--- src/rtl/fwd_hazard_ctrl_if.sv ---
// Bundle between the ID/EX pipeline and the forwarding/hazard controller.
// The pipeline side (master) presents the decoded ID instruction and the
// data-memory ready flag; the controller side (slave) returns stall, bubble,
// the EX operand mux selects and the sticky memory-wait error.
interface fwd_hazard_ctrl_if #(
    parameter int REG_AW = 5
);
    logic              id_valid;
    logic [REG_AW-1:0] id_rs1;
    logic [REG_AW-1:0] id_rs2;
    logic [REG_AW-1:0] id_rd;
    logic              id_regwrite;
    logic              id_memread;
    logic              mem_ready;
    logic              stall;
    logic              ex_bubble;
    logic [1:0]        fwd_a_sel;
    logic [1:0]        fwd_b_sel;
    logic              mem_timeout;

    modport master (
        output id_valid, id_rs1, id_rs2, id_rd, id_regwrite, id_memread, mem_ready,
        input  stall, ex_bubble, fwd_a_sel, fwd_b_sel, mem_timeout
    );

    modport slave (
        input  id_valid, id_rs1, id_rs2, id_rd, id_regwrite, id_memread, mem_ready,
        output stall, ex_bubble, fwd_a_sel, fwd_b_sel, mem_timeout
    );
endinterface

--- src/rtl/fwd_hazard_ctrl.sv ---
// Forwarding and hazard controller for the EX-stage three-input operand muxes.
// Shadows the destination of each in-flight instruction in EX/MEM/WB slots,
// registers the operand selects (00 regfile, 01 WB result, 10 MEM result),
// inserts one bubble on a load-use hazard, freezes while data memory waits,
// and raises a sticky error when a wait runs WAIT_LIMIT cycles.
module fwd_hazard_ctrl #(
    parameter int REG_AW     = 5,
    parameter int WAIT_LIMIT = 16
) (
    input  logic             clk,
    input  logic             rst,
    fwd_hazard_ctrl_if.slave bus
);
    localparam int CNT_W    = $clog2(WAIT_LIMIT + 1);
    localparam int SLOT_EX  = 0;
    localparam int SLOT_MEM = 1;
    localparam int SLOT_WB  = 2;

    typedef struct packed {
        logic              v;
        logic [REG_AW-1:0] rd;
        logic              rw;
        logic              ld;
    } slot_t;

    typedef enum logic [1:0] {
        RUN,
        LOAD_STALL,
        MEM_WAIT
    } state_t;

    state_t           state;
    slot_t            slots [3];
    logic [CNT_W-1:0] wait_cnt;
    logic [CNT_W-1:0] wait_cnt_next;
    logic [1:0]       sel_a_q;
    logic [1:0]       sel_b_q;
    logic             timeout_q;

    logic             load_use;
    logic             bubble;
    logic             stall;
    logic [1:0]       sel_a_d;
    logic [1:0]       sel_b_d;

    // Newest producer wins: the instruction now in EX will sit in MEM when the
    // consumer reaches EX (select 10); the one now in MEM will be in WB (01).
    function automatic logic [1:0] pick_sel(input logic [REG_AW-1:0] rs,
                                            input slot_t ex, input slot_t mem);
        if (rs == '0)                          return 2'b00;
        if (ex.v && ex.rw && ex.rd == rs)      return 2'b10;
        if (mem.v && mem.rw && mem.rd == rs)   return 2'b01;
        return 2'b00;
    endfunction

    // Hazard detection, next wait count and candidate selects for the ID instruction.
    always_comb begin
        // NOTE: every output of this block gets a value on every path, otherwise
        // synthesis would infer a latch to remember the old one.
        load_use = bus.id_valid & slots[SLOT_EX].v & slots[SLOT_EX].ld
                 & (slots[SLOT_EX].rd != '0)
                 & ((slots[SLOT_EX].rd == bus.id_rs1) | (slots[SLOT_EX].rd == bus.id_rs2));
        // The bubble cycle leaves EX empty, so LOAD_STALL can never re-stall;
        // the state check just makes the single-cycle rule explicit.
        bubble   = ~rst & bus.mem_ready & load_use & (state != LOAD_STALL);
        stall    = ~rst & (~bus.mem_ready | bubble);

        wait_cnt_next = wait_cnt;
        if (!bus.mem_ready && wait_cnt != CNT_W'(WAIT_LIMIT))
            wait_cnt_next = wait_cnt + 1'b1;

        sel_a_d = pick_sel(bus.id_rs1, slots[SLOT_EX], slots[SLOT_MEM]);
        sel_b_d = pick_sel(bus.id_rs2, slots[SLOT_EX], slots[SLOT_MEM]);
    end

    // Control FSM: advances slots and selects whenever memory is ready,
    // holds everything but the wait counter while it is not.
    always_ff @(posedge clk or posedge rst) begin
        if (rst) begin
            state <= RUN;
            // NOTE: the slot array is reset explicitly because stale valid bits
            // would forward or stall on instructions that no longer exist.
            for (int i = 0; i < 3; i++) slots[i] <= '0;
            wait_cnt  <= '0;
            sel_a_q   <= 2'b00;
            sel_b_q   <= 2'b00;
            timeout_q <= 1'b0;
        end else if (!bus.mem_ready) begin
            // NOTE: non-blocking assignments here so every register samples the
            // pre-edge values, exactly like the flops they describe.
            state     <= MEM_WAIT;
            wait_cnt  <= wait_cnt_next;
            timeout_q <= timeout_q | (wait_cnt_next == CNT_W'(WAIT_LIMIT));
        end else begin
            state           <= bubble ? LOAD_STALL : RUN;
            wait_cnt        <= '0;
            slots[SLOT_WB]  <= slots[SLOT_MEM];
            slots[SLOT_MEM] <= slots[SLOT_EX];
            slots[SLOT_EX]  <= '{v:  bus.id_valid & ~stall,
                                 rd: bus.id_rd,
                                 rw: bus.id_regwrite & (bus.id_rd != '0),
                                 ld: bus.id_memread};
            sel_a_q         <= bubble ? 2'b00 : sel_a_d;
            sel_b_q         <= bubble ? 2'b00 : sel_b_d;
        end
    end

    assign bus.stall       = stall;
    assign bus.ex_bubble   = bubble;
    assign bus.fwd_a_sel   = sel_a_q;
    assign bus.fwd_b_sel   = sel_b_q;
    assign bus.mem_timeout = timeout_q;
endmodule

--- src/flat_wrapper.sv ---
// flat-port wrapper written by rule: the top's interface ports become plain ports
module fwd_hazard_ctrl_flat 
#(
    parameter int REG_AW     = 5,
    parameter int WAIT_LIMIT = 16
)
  (clk, rst, bus_id_valid, bus_id_rs1, bus_id_rs2, bus_id_rd, bus_id_regwrite, bus_id_memread, bus_mem_ready, bus_stall, bus_ex_bubble, bus_fwd_a_sel, bus_fwd_b_sel, bus_mem_timeout);
  fwd_hazard_ctrl_if #(.REG_AW(REG_AW)) bus_i ();
  input  logic clk;
  input  logic rst;
  input wire logic [$bits(bus_i.id_valid)-1:0] bus_id_valid;
  input wire logic [$bits(bus_i.id_rs1)-1:0] bus_id_rs1;
  input wire logic [$bits(bus_i.id_rs2)-1:0] bus_id_rs2;
  input wire logic [$bits(bus_i.id_rd)-1:0] bus_id_rd;
  input wire logic [$bits(bus_i.id_regwrite)-1:0] bus_id_regwrite;
  input wire logic [$bits(bus_i.id_memread)-1:0] bus_id_memread;
  input wire logic [$bits(bus_i.mem_ready)-1:0] bus_mem_ready;
  output wire logic [$bits(bus_i.stall)-1:0] bus_stall;
  output wire logic [$bits(bus_i.ex_bubble)-1:0] bus_ex_bubble;
  output wire logic [$bits(bus_i.fwd_a_sel)-1:0] bus_fwd_a_sel;
  output wire logic [$bits(bus_i.fwd_b_sel)-1:0] bus_fwd_b_sel;
  output wire logic [$bits(bus_i.mem_timeout)-1:0] bus_mem_timeout;
  assign bus_i.id_valid = bus_id_valid;
  assign bus_i.id_rs1 = bus_id_rs1;
  assign bus_i.id_rs2 = bus_id_rs2;
  assign bus_i.id_rd = bus_id_rd;
  assign bus_i.id_regwrite = bus_id_regwrite;
  assign bus_i.id_memread = bus_id_memread;
  assign bus_i.mem_ready = bus_mem_ready;
  assign bus_stall = bus_i.stall;
  assign bus_ex_bubble = bus_i.ex_bubble;
  assign bus_fwd_a_sel = bus_i.fwd_a_sel;
  assign bus_fwd_b_sel = bus_i.fwd_b_sel;
  assign bus_mem_timeout = bus_i.mem_timeout;
  fwd_hazard_ctrl #(.REG_AW(REG_AW), .WAIT_LIMIT(WAIT_LIMIT)) u_core (.clk(clk), .rst(rst), .bus(bus_i));
endmodule
--- config.mk ---
export PLATFORM = sky130hd
export DESIGN_NAME = fwd_hazard_ctrl_flat
export DESIGN_NICKNAME = d
export VERILOG_FILES = /design/src/rtl/fwd_hazard_ctrl_if.sv /design/src/rtl/fwd_hazard_ctrl.sv /design/src/flat_wrapper.sv
export SDC_FILE = /design/constraint.sdc
export NUM_CORES = 1
export LEC_CHECK = 0
export CAP_MARGIN = 10
export CORE_AREA = 2 2 64 54
export CTS_CLUSTER_SIZE = 16
export DETAILED_ROUTE_END_ITERATION = 16
export DIE_AREA = 0 0 66 56
export HOLD_SLACK_MARGIN = 0.02
export PLACE_DENSITY_LB_ADDON = 0.1
export SYNTH_ARGS = -nofsm -noshare
export SYNTH_HDL_FRONTEND = slang
export SYNTH_SLANG_ARGS = --single-unit
--- constraint.sdc ---
create_clock -name clk -period 4.1 [get_ports clk]
set_input_delay 0.82 -clock clk [delete_from_list [all_inputs] [get_ports clk]]
set_output_delay 0.82 -clock clk [all_outputs]
set_load 0.01 [all_outputs]
==> metrics.log, run 1 <==
INFO  metric run_status = complete, no violations
INFO  metric syn-cell-area = about 1500 um^2
INFO  metric p_sw = around 150 uW
INFO  metric postSynthRegisterBits = 27
INFO  metric netlist.area_leader.share = a little under half
INFO  metric area_of_the_multi_input_gates = approximately 750 um^2
INFO  metric vdd.ir_drop.worst = ~0.25 mV
INFO  metric maxClockFrequency = roughly 0.28 GHz
INFO  metric p_clk_share = 25.5%
INFO  metric gp_congestion = 0.871
INFO  metric final.setup.tns = 0 ps
INFO  metric place_area = between 1500 and 2000 um^2
INFO  metric insertedDiodeCount = 0
INFO  metric netlist.top_cell.by_area = sky130_fd_sc_hd__dfrtp_1
INFO  metric die_width = around 66 um
INFO  metric async_reset_ff_share = 100%
INFO  metric postCtsResizedCells = 0
INFO  metric max_cap_viol_count = 0
INFO  metric crit_path_start = bus_mem_ready
INFO  metric area_delta_synth_final = 25.0%
INFO  metric numPortBuffers = 27
INFO  metric place.detailed.hpwl = 2280 um
INFO  metric cts.sinks = 27
INFO  metric grt_setup_unrepaired = false
INFO  metric preCtsSetupSlack = roughly 480 ps
INFO  metric synth_fp_nets = 157
INFO  metric share_of_power_burned_in_combinational_logic = 20.0%
INFO  metric final_area = 1840 um^2
INFO  metric grt_overflow = 0
INFO  metric grt_max_degree = 29
INFO  metric period_share = approximately nine tenths
INFO  metric seqPwrFrac = between 50% and 60%
INFO  metric dr_total_vias = 1067
INFO  metric detail_route.drc_violations = 0
INFO  metric wl_per_cell = between 10 and 15 um
INFO  metric critical_path_required = 3280 ps
INFO  metric initial_utilization = roughly half
INFO  metric layout.area.seq = about 680 um^2
INFO  metric worst_hold_check_path_type = reg2reg
INFO  metric die_area = about 3700 um^2
INFO  metric htree_num_levels = 1
INFO  metric drt.antenna.violating_nets = 0
INFO  metric critical_path.max_fanout = 5
INFO  metric period_needed = 3630 ps
INFO  metric grt_pass1_vias = 1059
INFO  metric top_level_ports = 28
INFO  metric cts_buffers = 3
INFO  metric clk-insertion-delay-late = between 200 and 300 ps
INFO  metric nFillCells = 278
INFO  metric cts.clk_slew.worst_paths = roughly 90 ps
INFO  metric p_int = about 420 uW
INFO  metric postCtsSetupRepairBufs = 0
INFO  metric final.setup.worst_slack = 467 ps
INFO  metric power.total = around 580 uW
INFO  metric synth-seq-area-share = between 40% and 50%
INFO  metric cts_hold_repair.buffers = 0
INFO  metric switching_share = a little over a quarter
INFO  metric startpoint_type = input port
INFO  metric num-nets-final = around 190
INFO  metric ctsLongestPathBuffers = 2
INFO  metric hold_start = u_core.bus.mem_timeout
INFO  metric drt_first_iter_violations = 64
INFO  metric drt-pass1-iter-count = 4
INFO  metric core = 3020 um^2
INFO  metric postSynthCellCount = roughly 130
INFO  metric timing.critical_path.to_type = primary output
INFO  metric power_leakage = 0.727 nW
INFO  metric synth_top_cells_by_area = sky130_fd_sc_hd__dfrtp_1 46%, sky130_fd_sc_hd__mux2_2 9.2%, sky130_fd_sc_hd__xor2_1 7.7%, sky130_fd_sc_hd__xnor2_1 6.5%, sky130_fd_sc_hd__nand3_1 2.0%
INFO  metric timing.final.max_slew_violations = 0
INFO  metric synthDistinctLibCells = 37
INFO  metric placement_rows = 18
INFO  metric via_per_inst = roughly 5.2
INFO  metric syn_avg_cell_area = approximately 11 um^2
INFO  metric critPathArrivalTime = between 2000 and 3000 ps
INFO  metric clockRootBuffer = sky130_fd_sc_hd__clkbuf_8
INFO  metric critPathKind = in2out
INFO  metric grt_usage = between 10% and 20%
INFO  metric worst_clock_skew = ~3.8 ps
INFO  metric die_h = between 50 and 60 um
INFO  metric drive_above_1_share = about 14%
INFO  metric slew_headroom = a little under three quarters
INFO  metric synth_warnings = 0
INFO  metric postLayoutCoreUtil = 61.0%
INFO  metric synth_edf_count = 0
INFO  metric grt_first_pass_wirelength = ~5300 um
INFO  metric postSynth.topFlopCell = sky130_fd_sc_hd__dfrtp_1
INFO  metric timing_hold_violations_final = 0
INFO  metric setup-violations-final = 0
INFO  metric crit-reg2reg-launch = u_core.slots[19]
INFO  metric worst_pin_slew = about 420 ps
INFO  metric power_per_cell_area = approximately 310 nW/um^2
INFO  metric routed_wirelength = about 3000 um
INFO  metric initial_antenna_violation_count = 0
INFO  metric cts_tree = yes
[synthesized netlist by cell type, types with 2 or more instances]
cell type,count
sky130_fd_sc_hd__mux2_2,12
sky130_fd_sc_hd__xnor2_1,11
sky130_fd_sc_hd__nor3_1,2
sky130_fd_sc_hd__a21oi_1,3
sky130_fd_sc_hd__nand2b_1,2
sky130_fd_sc_hd__o32ai_1,3
sky130_fd_sc_hd__or4_1,4
sky130_fd_sc_hd__o21ai_0,3
sky130_fd_sc_hd__nand2_1,5
sky130_fd_sc_hd__nor2_1,8
sky130_fd_sc_hd__nand3b_1,2
sky130_fd_sc_hd__xor2_1,13
sky130_fd_sc_hd__inv_1,8
sky130_fd_sc_hd__clkbuf_1,2
sky130_fd_sc_hd__nand3_1,6
sky130_fd_sc_hd__ha_1,2
sky130_fd_sc_hd__nor4_1,2
sky130_fd_sc_hd__dfrtp_1,27
[kinds of logic after synthesis]
logic type / share of synthesized area [%]
AO/OA/AOI/OAI: 9.08
XOR/XNOR: 14.3
flip-flops: 45.8
adder cells (fa/ha/maj): 1.70
buffers and inverters: 3.14
multiplexers: 10.2
AND/OR/NAND/NOR: 15.8
[power groups by stage]
stage | registers [mW] | clock network [mW] | logic, mW
4_1_cts | 0.314 | 0.152 | 0.116
3_5_place_dp | 0.319 | 0 | 0.116
2_1_floorplan | 0.312 | 0 | 0.0755
6_report | 0.314 | 0.147 | 0.115
3_3_place_gp | 0.318 | 0 | 0.115
5_1_grt | 0.318 | 0.167 | 0.128
[path summary, 6_finish.rpt]
check                                          end  slack (ps)  cells after the start
max                                      bus_stall         470                      6
min                         u_core.bus.mem_timeout         470                      1
max reg2reg                u_core.bus.fwd_a_sel[0]        2370                      5
min reg2reg                 u_core.bus.mem_timeout         470                      1
max in group asynchronous       u_core.wait_cnt[0]        2880                      3
min in group asynchronous         u_core.slots[10]         960                      3
[sequential cells by signal (all words and copies together), names as in the netlist]
name	count
u_core.bus.fwd_b_sel	2
u_core.wait_cnt	5
u_core.bus.fwd_a_sel	2
u_core.state	2
u_core.slots	15
u_core.bus.mem_timeout	1
[worst max-delay path: stages]
cell and delay (ps):
sky130_fd_sc_hd__clkdlybuf4s50_1 480, sky130_fd_sc_hd__nand2_1 70, sky130_fd_sc_hd__or4_4 580, sky130_fd_sc_hd__a21oi_4 190
sky130_fd_sc_hd__o21a_1 140, sky130_fd_sc_hd__clkdlybuf4s50_1 530
[metal layers]
layer | vias up | track usage, % | part of all wire (%)
met3 | 2 | 3.64 | 3.3
met5 | - | 0 | 0
li1 | 533 | - | -
met2 | 17 | 28.1 | 46
met1 | 515 | 27.5 | 50
met4 | 0 | 4.37 | 0.57
[metrics by stage]
stage               hold slack [ps]  cells
floorplan                       477    134
global placement                451    200
global route                    514    204
detailed placement              459    200
finish                          473    204
CTS                             478    204
[layout by cell type (no fill, tap or decap), drive strengths merged]
cell type and instances:
xor2 13, o21a 1, ha 2, clkdlybuf4s50 27
nor3b 1, nor3 2, o21ai 4, dfrtp 27
nand3b 2, nor4b 1, inv 8, or4 5
o2bb2ai 1, a31o 1, xnor2 11, clkinv 1
and2 1, o31ai 1, a32o 1, nand3 8
o22ai 1, o211ai 1, buf 2, nand2 5
o32ai 3, nor2 8, nand2b 2, clkbuf 4
a21oi 4, nor4 2, nor2b 1, mux2 13
[area by class of cell]
cell class | count | area share, %
inverter | 9 | 1.83
multi-input combinational | 95 | 40.8
sequential | 27 | 36.7
clock buffer | 4 | 2.45
tap | 40 | 2.72
timing repair buffer | 29 | 15.5
Power figures use the tool's default switching activity.
==> inputs of run 2 (changes only) <==
CORE_AREA = 2 2 71 60   (was 2 2 64 54)
CTS_CLUSTER_SIZE = 8   (was 16)
DIE_AREA = 0 0 73 62   (was 0 0 66 56)
==> run 2 against run 1 <==
Compared with the run above: sequential share of layout area down 0.15 points; routed wire length down 3.4%; worst hold slack gained 10 ps; via count shrank 2.1%; final area grew 0.41%; maximum frequency grew 0.24%; clock-buffer cell count did not move; clock power fell by 3%; critical endpoint unchanged.
==> metrics.log, run 2 (synthesis gave the netlist of run 1 again) <==
INFO  metric insertedDiodeCount = 0 (unchanged)
INFO  metric p_clk_share = 24.8% (-0.7 points)
INFO  metric slew_headroom = 72.0% (+0.14 points)
INFO  metric timing.critical_path.to_type = primary output
INFO  metric grt_first_pass_wirelength = 4850 um (-7.7%)
INFO  metric drive_above_1_share = 14.0% (unchanged)
INFO  metric routed_wirelength = 2900 um (-3.4%)
INFO  metric timing_hold_violations_final = 0 (unchanged)
INFO  metric max_cap_viol_count = 0 (unchanged)
INFO  metric seqPwrFrac = 55.2% (+0.7 points)
INFO  metric initial_antenna_violation_count = 0 (unchanged)
INFO  metric top_level_ports = 28 (unchanged)
INFO  metric die_h = 62 um (+11%)
INFO  metric placement_rows = 21 (+3)
INFO  metric share_of_power_burned_in_combinational_logic = 20.0% (about the same)
INFO  metric largest_register = u_core.slots
INFO  metric postCtsSetupRepairBufs = 0 (unchanged)
INFO  metric run_status = complete, no violations
INFO  metric grt_usage = 14.0% (-4.6 points)
INFO  metric drt-pass1-iter-count = 4 (unchanged)
INFO  metric htree_num_levels = 1 (unchanged)
INFO  metric timing.final.max_slew_violations = 0 (unchanged)
INFO  metric switching_share = 26.0% (-0.75 points)
INFO  metric drt.antenna.violating_nets = 0 (unchanged)
INFO  metric clk-insertion-delay-late = 260 ps (about the same)
INFO  metric clockRootBuffer = sky130_fd_sc_hd__clkbuf_8
INFO  metric dr_total_vias = 1045 (-2.1%)
INFO  metric largest_reg_flops = 15 (unchanged)
INFO  metric critical_path_required = 3280 ps (about the same)
INFO  metric biggestRegsByFlops = u_core.slots x15, u_core.wait_cnt x5
INFO  metric grt_setup_unrepaired = false
INFO  metric maxClockFrequency = 0.276 GHz (+0.24%)
INFO  metric die_area = 4530 um^2 (+22%)
INFO  metric gp_congestion = 0.835 (-4.1%)
INFO  metric period_needed = 3620 ps (-8.87 ps)
INFO  metric drt_first_iter_violations = 38 (-41%)
INFO  metric detail_route.drc_violations = 0 (unchanged)
INFO  metric p_sw = 148 uW (-3.8%)
INFO  metric power_leakage = 0.727 nW (unchanged)
INFO  metric worst_pin_slew = 421 ps (-2.04 ps)
INFO  metric via_per_inst = 4.98 (-4.9%)
INFO  metric critPathArrivalTime = 2800 ps (about the same)
INFO  metric p_int = 422 uW (about the same)
INFO  metric grt_max_degree = 29 (unchanged)
INFO  metric wl_per_cell = 13.8 um (-6.1%)
INFO  metric die_width = 73 um (+11%)
INFO  metric grt_overflow = 0 (unchanged)
INFO  metric critical_path.max_fanout = 5 (unchanged)
INFO  metric cts.clk_slew.worst_paths = 80 ps (about the same)
INFO  metric cts_buffers = 3 (unchanged)
INFO  metric place.detailed.hpwl = 2260 um (-1.2%)
INFO  metric vdd.ir_drop.worst = 0.189 mV (-24%)
INFO  metric final.setup.tns = 0 ps (unchanged)
INFO  metric worst_clock_skew = 4.45 ps (+0.608 ps)
INFO  metric area_delta_synth_final = 25.5%
INFO  metric postCtsResizedCells = 0 (unchanged)
INFO  metric cts_hold_repair.buffers = 0 (unchanged)
INFO  metric cts_tree = yes
INFO  metric startpoint_type = input port
INFO  metric setup-violations-final = 0 (unchanged)
INFO  metric worst_hold_check_path_type = reg2reg
INFO  metric initial_utilization = 37.6% (-11 points)
INFO  metric num-nets-final = 188 (unchanged)
INFO  metric numPortBuffers = 27 (unchanged)
INFO  metric most_frequent_cells_in_the_layout = 27 x sky130_fd_sc_hd__clkdlybuf4s50_1, 27 x sky130_fd_sc_hd__dfrtp_1, 13 x sky130_fd_sc_hd__xor2_1
INFO  metric power_per_cell_area = 308 nW/um^2 (-1.4%)
INFO  metric critPathKind = in2out
INFO  metric cts.sinks = 27 (unchanged)
INFO  metric grt_pass1_vias = 1028 (-2.9%)
INFO  metric ctsLongestPathBuffers = 2 (unchanged)
INFO  metric timing.reg2reg.setup_slack = 2390 ps (+20 ps)
INFO  metric postLayoutCoreUtil = 47.2% (-14 points)
INFO  metric core = 3920 um^2 (+30%)
INFO  metric period_share = 88.4% (-0.22 points)
run 2: final timing paths:
check                      cells past startpoint              startpoint                       to
min in group asynchronous                      3                     rst          u_core.slots[9]
setup / recovery                               6           bus_mem_ready                bus_stall
setup reg to reg                               5        u_core.slots[19]  u_core.bus.fwd_a_sel[1]
max in group asynchronous                      3                     rst         u_core.slots[12]
hold / removal                                 1  u_core.bus.mem_timeout   u_core.bus.mem_timeout
hold reg to reg                                1  u_core.bus.mem_timeout   u_core.bus.mem_timeout
run 2: worst max-delay path, cell delays in order:
cell and delay (ps):
sky130_fd_sc_hd__clkdlybuf4s50_1 480, sky130_fd_sc_hd__nand2_1 70, sky130_fd_sc_hd__or4_4 580, sky130_fd_sc_hd__a21oi_4 190, sky130_fd_sc_hd__o21a_1 130, sky130_fd_sc_hd__clkdlybuf4s50_1 540
run 2: per-layer routing:
layer / vias up / GRT usage [%] / wire length [um]
li1: 525 / - / -
met1: 498 / 21.5 / 1540
met2: 20 / 20.5 / 1240
met3: 2 / 3.39 / 103
met4: 0 / 1.59 / 11
met5: - / 0 / 0
run 2: metrics by stage:
stage                     hold WS (ps)  setup slack [ps]  total power [mW]  area [um^2]  instances
after CTS                          496               465             0.579         1850        210
after detailed placement           476               476             0.436         1800        206
final                              483               476             0.570         1850        210
after global placement             466               508             0.433         1800        206
after global routing               514               344             0.606         1850        210
after floorplan                    477              1020             0.387         1470        134
run 2: final cells by class:
type,instances,area [um^2]
multi-input cells,95,752
flip-flops and latches,27,676
well taps,46,57.6
inverters,9,33.8
clock buffers,4,45.0
repair buffers,29,285
fillers,353,2070
run 2: power by group through the flow:
stage	Sequential (mW)	Combinational [mW]	Clock [mW]
3_3_place_gp	0.320	0.113	0
2_1_floorplan	0.312	0.0755	0
6_report	0.315	0.114	0.142
4_1_cts	0.315	0.116	0.148
3_5_place_dp	0.321	0.115	0
5_1_grt	0.319	0.127	0.160
